## config.mk

```make
export PLATFORM = sky130hd
export DESIGN_NAME = spi_slave_mode
export DESIGN_NICKNAME = d
export VERILOG_FILES = /design/src/rtl/spi_slave_mode.sv
export SDC_FILE = /design/constraint.sdc
export NUM_CORES = 1
export LEC_CHECK = 0
export ABC_AREA = 1
export BUFFER_PORTS_ARGS = -buffer_cell sky130_fd_sc_hd__buf_4
export CAP_MARGIN = 20
export CORE_ASPECT_RATIO = 0.5
export CORE_MARGIN = 1.5
export CORE_UTILIZATION = 51
export DETAILED_ROUTE_END_ITERATION = 12
export PLACE_DENSITY = 0.76
export SKIP_LAST_GASP = 1
export SYNTH_ARGS = -nofsm -noshare
export SYNTH_HDL_FRONTEND = slang
export SYNTH_SLANG_ARGS = --single-unit
```

## constraint.sdc

```tcl
create_clock -name clk -period 1.45 [get_ports clk]
set_input_delay 0.2175 -clock clk [delete_from_list [all_inputs] [get_ports clk]]
set_output_delay 0.2175 -clock clk [all_outputs]
set_load 0.05 [all_outputs]
```

## src/rtl/spi_slave_mode.sv

```systemverilog
// Full-duplex SPI slave with synchronised SCLK/SS_n/MOSI, all four CPOL/CPHA modes,
// selectable bit order and a one-deep TX holding register with valid/ready handshake.
module spi_slave_mode #(
    parameter int FRAME_WIDTH = 10,
    parameter int CPOL        = 0,
    parameter int CPHA        = 0,
    parameter int LSB_FIRST   = 0,
    parameter int SYNC_STAGES = 2
) (
    input  logic                   clk,
    input  logic                   rst,
    input  logic                   SCLK,
    input  logic                   SS_n,
    input  logic                   MOSI,
    output logic                   MISO,
    output logic                   miso_oe,
    output logic                   rx_valid,
    output logic [FRAME_WIDTH-1:0] rx_data,
    input  logic                   tx_valid,
    input  logic [FRAME_WIDTH-1:0] tx_data,
    output logic                   tx_ready,
    output logic                   tx_underrun,
    output logic                   frame_abort
);

    localparam int               CNT_W    = $clog2(FRAME_WIDTH);
    localparam logic [CNT_W-1:0] LAST_BIT = CNT_W'(FRAME_WIDTH - 1);
    localparam logic             IDLE_LVL = (CPOL != 0);

    localparam logic [1:0] ST_IDLE  = 2'd0;
    localparam logic [1:0] ST_LOAD  = 2'd1;
    localparam logic [1:0] ST_SHIFT = 2'd2;

    logic [SYNC_STAGES-1:0] sclk_sync_reg;
    logic [SYNC_STAGES-1:0] ss_sync_reg;
    logic [SYNC_STAGES-1:0] mosi_sync_reg;
    logic                   sclk_prev_reg;
    logic                   ss_prev_reg;

    logic [1:0]             state_reg;
    logic [CNT_W-1:0]       bit_cnt_reg;
    logic [FRAME_WIDTH-1:0] tx_shift_reg;
    logic [FRAME_WIDTH-1:0] rx_shift_reg;
    logic [FRAME_WIDTH-1:0] hold_reg;
    logic                   hold_full_reg;
    logic [FRAME_WIDTH-1:0] rx_data_reg;
    logic                   miso_reg;
    logic                   rx_valid_reg;
    logic                   underrun_reg;
    logic                   abort_reg;

    logic                   sclk_s;
    logic                   ss_s;
    logic                   mosi_s;
    logic                   sclk_rise;
    logic                   sclk_fall;
    logic                   leading_edge;
    logic                   trailing_edge;
    logic                   sample_edge;
    logic                   shift_edge;
    logic                   shift_enable;
    logic [FRAME_WIDTH-1:0] tx_src;
    logic [FRAME_WIDTH-1:0] rx_next;

    function automatic logic first_bit(input logic [FRAME_WIDTH-1:0] w);
        return (LSB_FIRST != 0) ? w[0] : w[FRAME_WIDTH-1];
    endfunction

    function automatic logic [FRAME_WIDTH-1:0] advance(input logic [FRAME_WIDTH-1:0] w);
        return (LSB_FIRST != 0) ? (w >> 1) : (w << 1);
    endfunction

    always_comb begin
        sclk_s        = sclk_sync_reg[SYNC_STAGES-1];
        ss_s          = ss_sync_reg[SYNC_STAGES-1];
        mosi_s        = mosi_sync_reg[SYNC_STAGES-1];
        sclk_rise     = sclk_s & ~sclk_prev_reg;
        sclk_fall     = ~sclk_s & sclk_prev_reg;
        leading_edge  = (CPOL != 0) ? sclk_fall : sclk_rise;
        trailing_edge = (CPOL != 0) ? sclk_rise : sclk_fall;
        sample_edge   = (CPHA != 0) ? trailing_edge : leading_edge;
        shift_edge    = (CPHA != 0) ? leading_edge : trailing_edge;
        // In CPHA=0 the trailing edge that follows the final sample lands at count 0
        // of the next frame and must not disturb the freshly loaded first bit.
        shift_enable  = shift_edge && ((CPHA != 0) || (bit_cnt_reg != '0));
        tx_src        = hold_full_reg ? hold_reg : '0;
        rx_next       = (LSB_FIRST != 0) ? {mosi_s, rx_shift_reg[FRAME_WIDTH-1:1]}
                                         : {rx_shift_reg[FRAME_WIDTH-2:0], mosi_s};
    end

    always_ff @(posedge clk) begin
        if (rst) begin
            sclk_sync_reg <= {SYNC_STAGES{IDLE_LVL}};
            ss_sync_reg   <= {SYNC_STAGES{1'b1}};
            mosi_sync_reg <= '0;
            sclk_prev_reg <= IDLE_LVL;
            ss_prev_reg   <= 1'b1;
            state_reg     <= ST_IDLE;
            bit_cnt_reg   <= '0;
            tx_shift_reg  <= '0;
            rx_shift_reg  <= '0;
            hold_reg      <= '0;
            hold_full_reg <= 1'b0;
            rx_data_reg   <= '0;
            miso_reg      <= 1'b0;
            rx_valid_reg  <= 1'b0;
            underrun_reg  <= 1'b0;
            abort_reg     <= 1'b0;
        end else begin
            sclk_sync_reg <= {sclk_sync_reg[SYNC_STAGES-2:0], SCLK};
            ss_sync_reg   <= {ss_sync_reg[SYNC_STAGES-2:0], SS_n};
            mosi_sync_reg <= {mosi_sync_reg[SYNC_STAGES-2:0], MOSI};
            sclk_prev_reg <= sclk_s;
            ss_prev_reg   <= ss_s;
            rx_valid_reg  <= 1'b0;
            underrun_reg  <= 1'b0;
            abort_reg     <= 1'b0;

            // Accept only while empty; LOAD consumes only while full, so the two never collide.
            if (tx_valid && !hold_full_reg) begin
                hold_reg      <= tx_data;
                hold_full_reg <= 1'b1;
            end

            case (state_reg)
                ST_IDLE: begin
                    miso_reg <= 1'b0;
                    if (ss_prev_reg && !ss_s) begin
                        state_reg <= ST_LOAD;
                    end
                end
                ST_LOAD: begin
                    if (ss_s) begin
                        miso_reg  <= 1'b0;
                        state_reg <= ST_IDLE;
                    end else begin
                        bit_cnt_reg <= '0;
                        if (hold_full_reg) begin
                            hold_full_reg <= 1'b0;
                        end else begin
                            underrun_reg <= 1'b1;
                        end
                        if (CPHA == 0) begin
                            miso_reg     <= first_bit(tx_src);
                            tx_shift_reg <= advance(tx_src);
                        end else begin
                            tx_shift_reg <= tx_src;
                        end
                        state_reg <= ST_SHIFT;
                    end
                end
                ST_SHIFT: begin
                    if (sample_edge && (bit_cnt_reg == LAST_BIT)) begin
                        rx_shift_reg <= rx_next;
                        rx_data_reg  <= rx_next;
                        rx_valid_reg <= 1'b1;
                        if (ss_s) begin
                            miso_reg  <= 1'b0;
                            state_reg <= ST_IDLE;
                        end else begin
                            state_reg <= ST_LOAD;
                        end
                    end else if (ss_s) begin
                        abort_reg <= (bit_cnt_reg != '0);
                        miso_reg  <= 1'b0;
                        state_reg <= ST_IDLE;
                    end else begin
                        if (sample_edge) begin
                            rx_shift_reg <= rx_next;
                            bit_cnt_reg  <= bit_cnt_reg + 1'b1;
                        end
                        if (shift_enable) begin
                            miso_reg     <= first_bit(tx_shift_reg);
                            tx_shift_reg <= advance(tx_shift_reg);
                        end
                    end
                end
                default: begin
                    state_reg <= ST_IDLE;
                end
            endcase
        end
    end

    assign MISO        = miso_reg;
    assign miso_oe     = ~ss_s;
    assign rx_valid    = rx_valid_reg;
    assign rx_data     = rx_data_reg;
    assign tx_ready    = ~hold_full_reg;
    assign tx_underrun = underrun_reg;
    assign frame_abort = abort_reg;

endmodule
```

Word-level counts from Yosys, hierarchy flattened. Index checks and enable logic that the tools add are counted.

Logic and storage cells: 90. Output and inout bits: 16. Register bits: 58.

Equal/unequal tests: 13. Muxes and demuxes: 32. Add/sub/neg operators: 1. Bitwise logic cells: 8. Reduce and logical (&&, ||, !) cells: 20.

Operators with widths (count): 2-to-1 mux 10 bit (5); 2-to-1 mux 9 bit (3); one-hot mux 10 bit (2 select lines) (1); 2-to-1 mux 4 bit (4); 2-to-1 mux 1 bit (12); != test 2 bit, second input constant (6); AND reduction 5 bit (2); != test 3 bit, second input constant (3); 2-to-1 mux 2 bit (4); one-hot mux 4 bit (2 select lines) (1); inverter 1 bit (6); one-hot mux 2 bit (3 select lines) (1); AND reduction 3 bit (2); adder 4 x 1 -> 4 bit, second input constant (1); equality test 4 bit, second input constant (1); logical AND 1 bit (4); AND reduction 2 bit (2); nonzero test 2 bit (2); nonzero test 4 bit (1); OR reduction 4 bit (1); one-hot mux 1 bit (3 select lines) (1); nonzero test 3 bit (1); OR reduction 3 bit (1); AND 1 bit (2); other kinds (6) (7).

Depth between registers and ports, before layout.
Word-level depth: 7. Depth in mapped cells: 11. Gate-level depth less buffers: 11.

Worst setup path after synthesis. Ideal clock, no wire load.

Path type: reg-to-reg. Start point: register state_reg[0]. End point: register tx_shift_reg[2]. Slack: -48 ps. Required time: 1386 ps. Stages on the path, launching flop included: 9. Library setup time: 64 ps. Data arrival time: 1435 ps. Buffers on the path: 1. Cell sequence: dfxtp_1 -> inv_1 -> ha_1 -> buf_2 -> nor2_1 -> a21boi_0 -> nand4_1 -> nand2_1 -> nor2_1.

Longest elaborated chain between the ends: 3. Elaborated cells on any way between the ends: 9. Classes of those cells: eq/ne: 6; mux: 1; reduce/logical: 2.

Ends and longest elaborated chain: start, declared (RTL line 40) `logic [1:0] state_reg;`; start signal, assigned (RTL line 98) `state_reg <= ST_IDLE;`; start signal, assigned (RTL line 129) `state_reg <= ST_LOAD;`; start signal, assigned (RTL line 135) `state_reg <= ST_IDLE;`; equality test 2 bit or equality test 2 x 1 -> 1 bit (tied branches) (RTL line 125) `case (state_reg)`; != test 2 bit (no line) or nonzero test 2 bit (tied branches); AND reduction 5 bit (no line); end signal, assigned (RTL line 145) `tx_shift_reg <= advance(tx_src);`; end signal, assigned (RTL line 147) `tx_shift_reg <= tx_src;`; end signal, assigned (RTL line 174) `tx_shift_reg <= advance(tx_shift_reg);`; end, declared (RTL line 42) `logic [FRAME_WIDTH-1:0] tx_shift_reg;`.

Several ways; a longest one is shown, not always the timed one. A chain may end at the register's enable or synchronous reset.

Final worst setup path.
Start point: register bit_cnt_reg[1]. End point: register tx_shift_reg[4].

Longest elaborated chain between the ends: 4. Elaborated cells on any way between the ends: 7. Classes of those cells: eq/ne: 3; reduce/logical: 4.

Ends and longest elaborated chain: start, declared (RTL line 41) `logic [CNT_W-1:0] bit_cnt_reg;`; start signal, assigned (RTL line 170) `bit_cnt_reg <= bit_cnt_reg + 1'b1;`; equality test 4 bit or nonzero test 4 bit (tied branches) (RTL line 153, 85); logical AND 1 bit, on equally long branches (RTL line 153, 85); != test 2 bit (no line); AND reduction 5 bit (no line) *.

Mark *: on every way between the ends. The rest lies on a longest branch, timed or not.

==> impl_results.md <==
- First-pass GRT wire length: between 9 and 10 mm
- CTS sink count: 57
- DRT Wirelength: 6.25 mm
- Max-Cap Viols: 0
- Iteration-0 DRC Markers: 182
- RSZ-0062 raised after global routing: yes
- Fillcell total: about 330
- Worst Max-Slew Pin Slew: between 0.2 and 0.3 ns
- Period utilization: 98.1%
- Yosys cell types: 26
- Post-synth ARST share: 0%
- Synth Register Bits: 57
- Status: finished, final reports clean
- Commonest non-fill, non-tap cell in the layout: nor2_1
- Inst Count DP: 437
- Top_reg_cell synth: dfxtp_1
- Clock Pin Slew Worst Setup and Hold Paths: 0.07 ns
- Clk Latency, worst-skew pair: ~0.35 ns
- Wirelength per Cell: 13.5 um
- Worst vdd ir: 935 uV
- GRT Total Usage: ~24%
- FMAX: about 700 MHz
- Multi-input gate area: 1290 um2
- Max Buffers Root-to-Sink: 2
- Chip width: 101 um
- Htree depth: 3
- Share of cells above drive strength 1: between 30 and 40%
- Routed vias/inst: 5.10
- Nets: around 420
- Antenna violations before repair: 0
- Power per cell area: about 1700 nW/um2
- Clock Skews: 0.00998 ns
- Die area: 5230 um2
- Post-route DRC: 0
- Area growth, synth to finish: 37.7%
- Fin crit period: 1.42 ns
- P_leak: 1.45 nW
- Die height: 51.9 um
- Detail Route Antenna Nets: 0
- IO Pins: 32
- Critical Path Source Type: flop
- Part of the Yosys area used for sequential elements: between 40% and 50%
- Synth warnings: 0
- Netlist Area Pre-Place: 2440 um2
- Commonest cells after routing, fill and taps aside: 69 x nor2_1, 59 x nand2_1, 56 x buf_4
- Mapped Nets: between 300 and 400
- # rows: 17
- Req. time, crit path: 1.74 ns
- WHS: 0.0533 ns
- Final Max Slew Viols: 0
- Gpl congestion: 0.865
- Total grt overflow: 0
- CTS root buffer: clkbuf_8
- Final setup violation count: 0
- Num CTS Buffers: 9
- Avg Inst Size Synth: 7.39 um2
- Worst slew margin: 82.0%
- CP endpoint kind: flop
- Worst hold path type: in2reg
- Sequential cell area: 1150 um2
- Gate Count Post-Synth: between 300 and 400
- Number of global-route vias before repair: 2176
- Final Hold Viols: 0
- Non-filler cells, final: 464
- Post-synth EDFFs: 0
- Drt first pass iters: 5
- CTS tree: built
- Initial Util: around 54%
- Core box area: 4490 um2
- Data arrival, critical path: 1.71 ns
- Critical path class: reg2reg
- DP HPWL: 4.01 mm
- N_diodes: 0
- Largest net degree at the start of global routing: 13
- Max Fanout on Critical Path: 8
- I/O Buffers: 31
- Total number of vias: 2365
==> routing by layer <==
metal  GRT usage, %  share of wire (%)
met5              0                  0
met4           10.8                1.6
met3           8.20                6.9
met2           40.0                 48
met1           28.6                 43
==> cell type report <==
class | instances | area share (%)
Inverter | 30 | 3.58
Tap cell | 66 | 2.46
Multi-Input combinational cell | 234 | 38.3
Timing Repair Buffer | 61 | 14.7
Clock buffer | 9 | 3.69
Sequential cell | 57 | 34.2
Clock inverter | 7 | 3.06
==> final timing paths <==
kind                    start          endpoint  slack [ns]  cells after the start
min reg2reg  sclk_sync_reg[0]  sclk_sync_reg[1]        0.41                      2
min                      SS_n    ss_sync_reg[0]        0.05                      2
max reg2reg    bit_cnt_reg[1]   tx_shift_reg[4]        0.03                      9
max            bit_cnt_reg[1]   tx_shift_reg[4]        0.03                      9
==> report_power, final <==
part | internal, W | leakage (nW) | switching (W)
combinational | 0.000825 | 0.875 | 0.00111
clock | 0.000980 | 0.110 | 0.000693
sequential | 0.00180 | 0.466 | 0.000185
==> critical path, cell delays in order, from the launching register on <==
cell and delay (ns):
dfxtp_2 0.32, inv_2 0.07, ha_4 0.13, inv_1 0.07
nor2_4 0.12, nand3_4 0.20, buf_4 0.22, nand4_1 0.10
nand2_1 0.06, nor2_1 0.08
==> stage by stage <==
| step | setup WS, ns | utilization [%] | TNS (ns) | power [W] | cell area [um2] |
|---|---|---|---|---|---|
| after global routing | -0.0446 | 74.8 | -0.503 | 0.00590 | 3360 |
| after detailed placement | -0.0979 | 64.1 | -1.16 | 0.00338 | 2880 |
| after floorplan | 0.0463 | - | 0 | 0.00291 | 2440 |
| after CTS | 0.000257 | 71.0 | 0 | 0.00523 | 3190 |
| final | 0.0282 | 74.8 | 0 | 0.00560 | 3360 |
| after global placement | -0.0328 | 64.1 | -0.301 | 0.00329 | 2880 |
==> synthesized netlist by cell type, types with 4 or more instances <==
| cell type | n | area, um2 |
|---|---|---|
| nor2_1 | 78 | 293 |
| inv_2 | 5 | 18.8 |
| inv_1 | 23 | 86.3 |
| nand4_1 | 10 | 62.6 |
| dfxtp_1 | 57 | 1140 |
| o21ai_0 | 17 | 85.1 |
| clkbuf_1 | 4 | 15.0 |
| o21ai_1 | 5 | 25.0 |
| nand2_1 | 63 | 236 |
| buf_2 | 4 | 20.0 |
| a21boi_0 | 8 | 60.1 |
| nand3_1 | 13 | 65.1 |
| a21oi_1 | 18 | 90.1 |
| ha_1 | 7 | 87.6 |
==> logic make-up (layout without fill, tap and decap cells) <==
logic type,Yosys count,count (layout),share of synthesized area [%]
compound gates,48,48,10.7
fa+ha+maj,7,7,3.59
buf+inv,41,107,6.67
flops,57,57,46.8
simple gates,177,179,32.3
==> timing repair <==
item / in CTS / in global routing
hold buffers: 0 / 0
gates resized for setup: 12 / 36
cloned: 1 / 3
endpoints found under the setup margin: 23 / 36
pin swaps: 5 / 10
buffers inserted: 3 / 4
No activity file was read; power rests on OpenSTA's default activity.
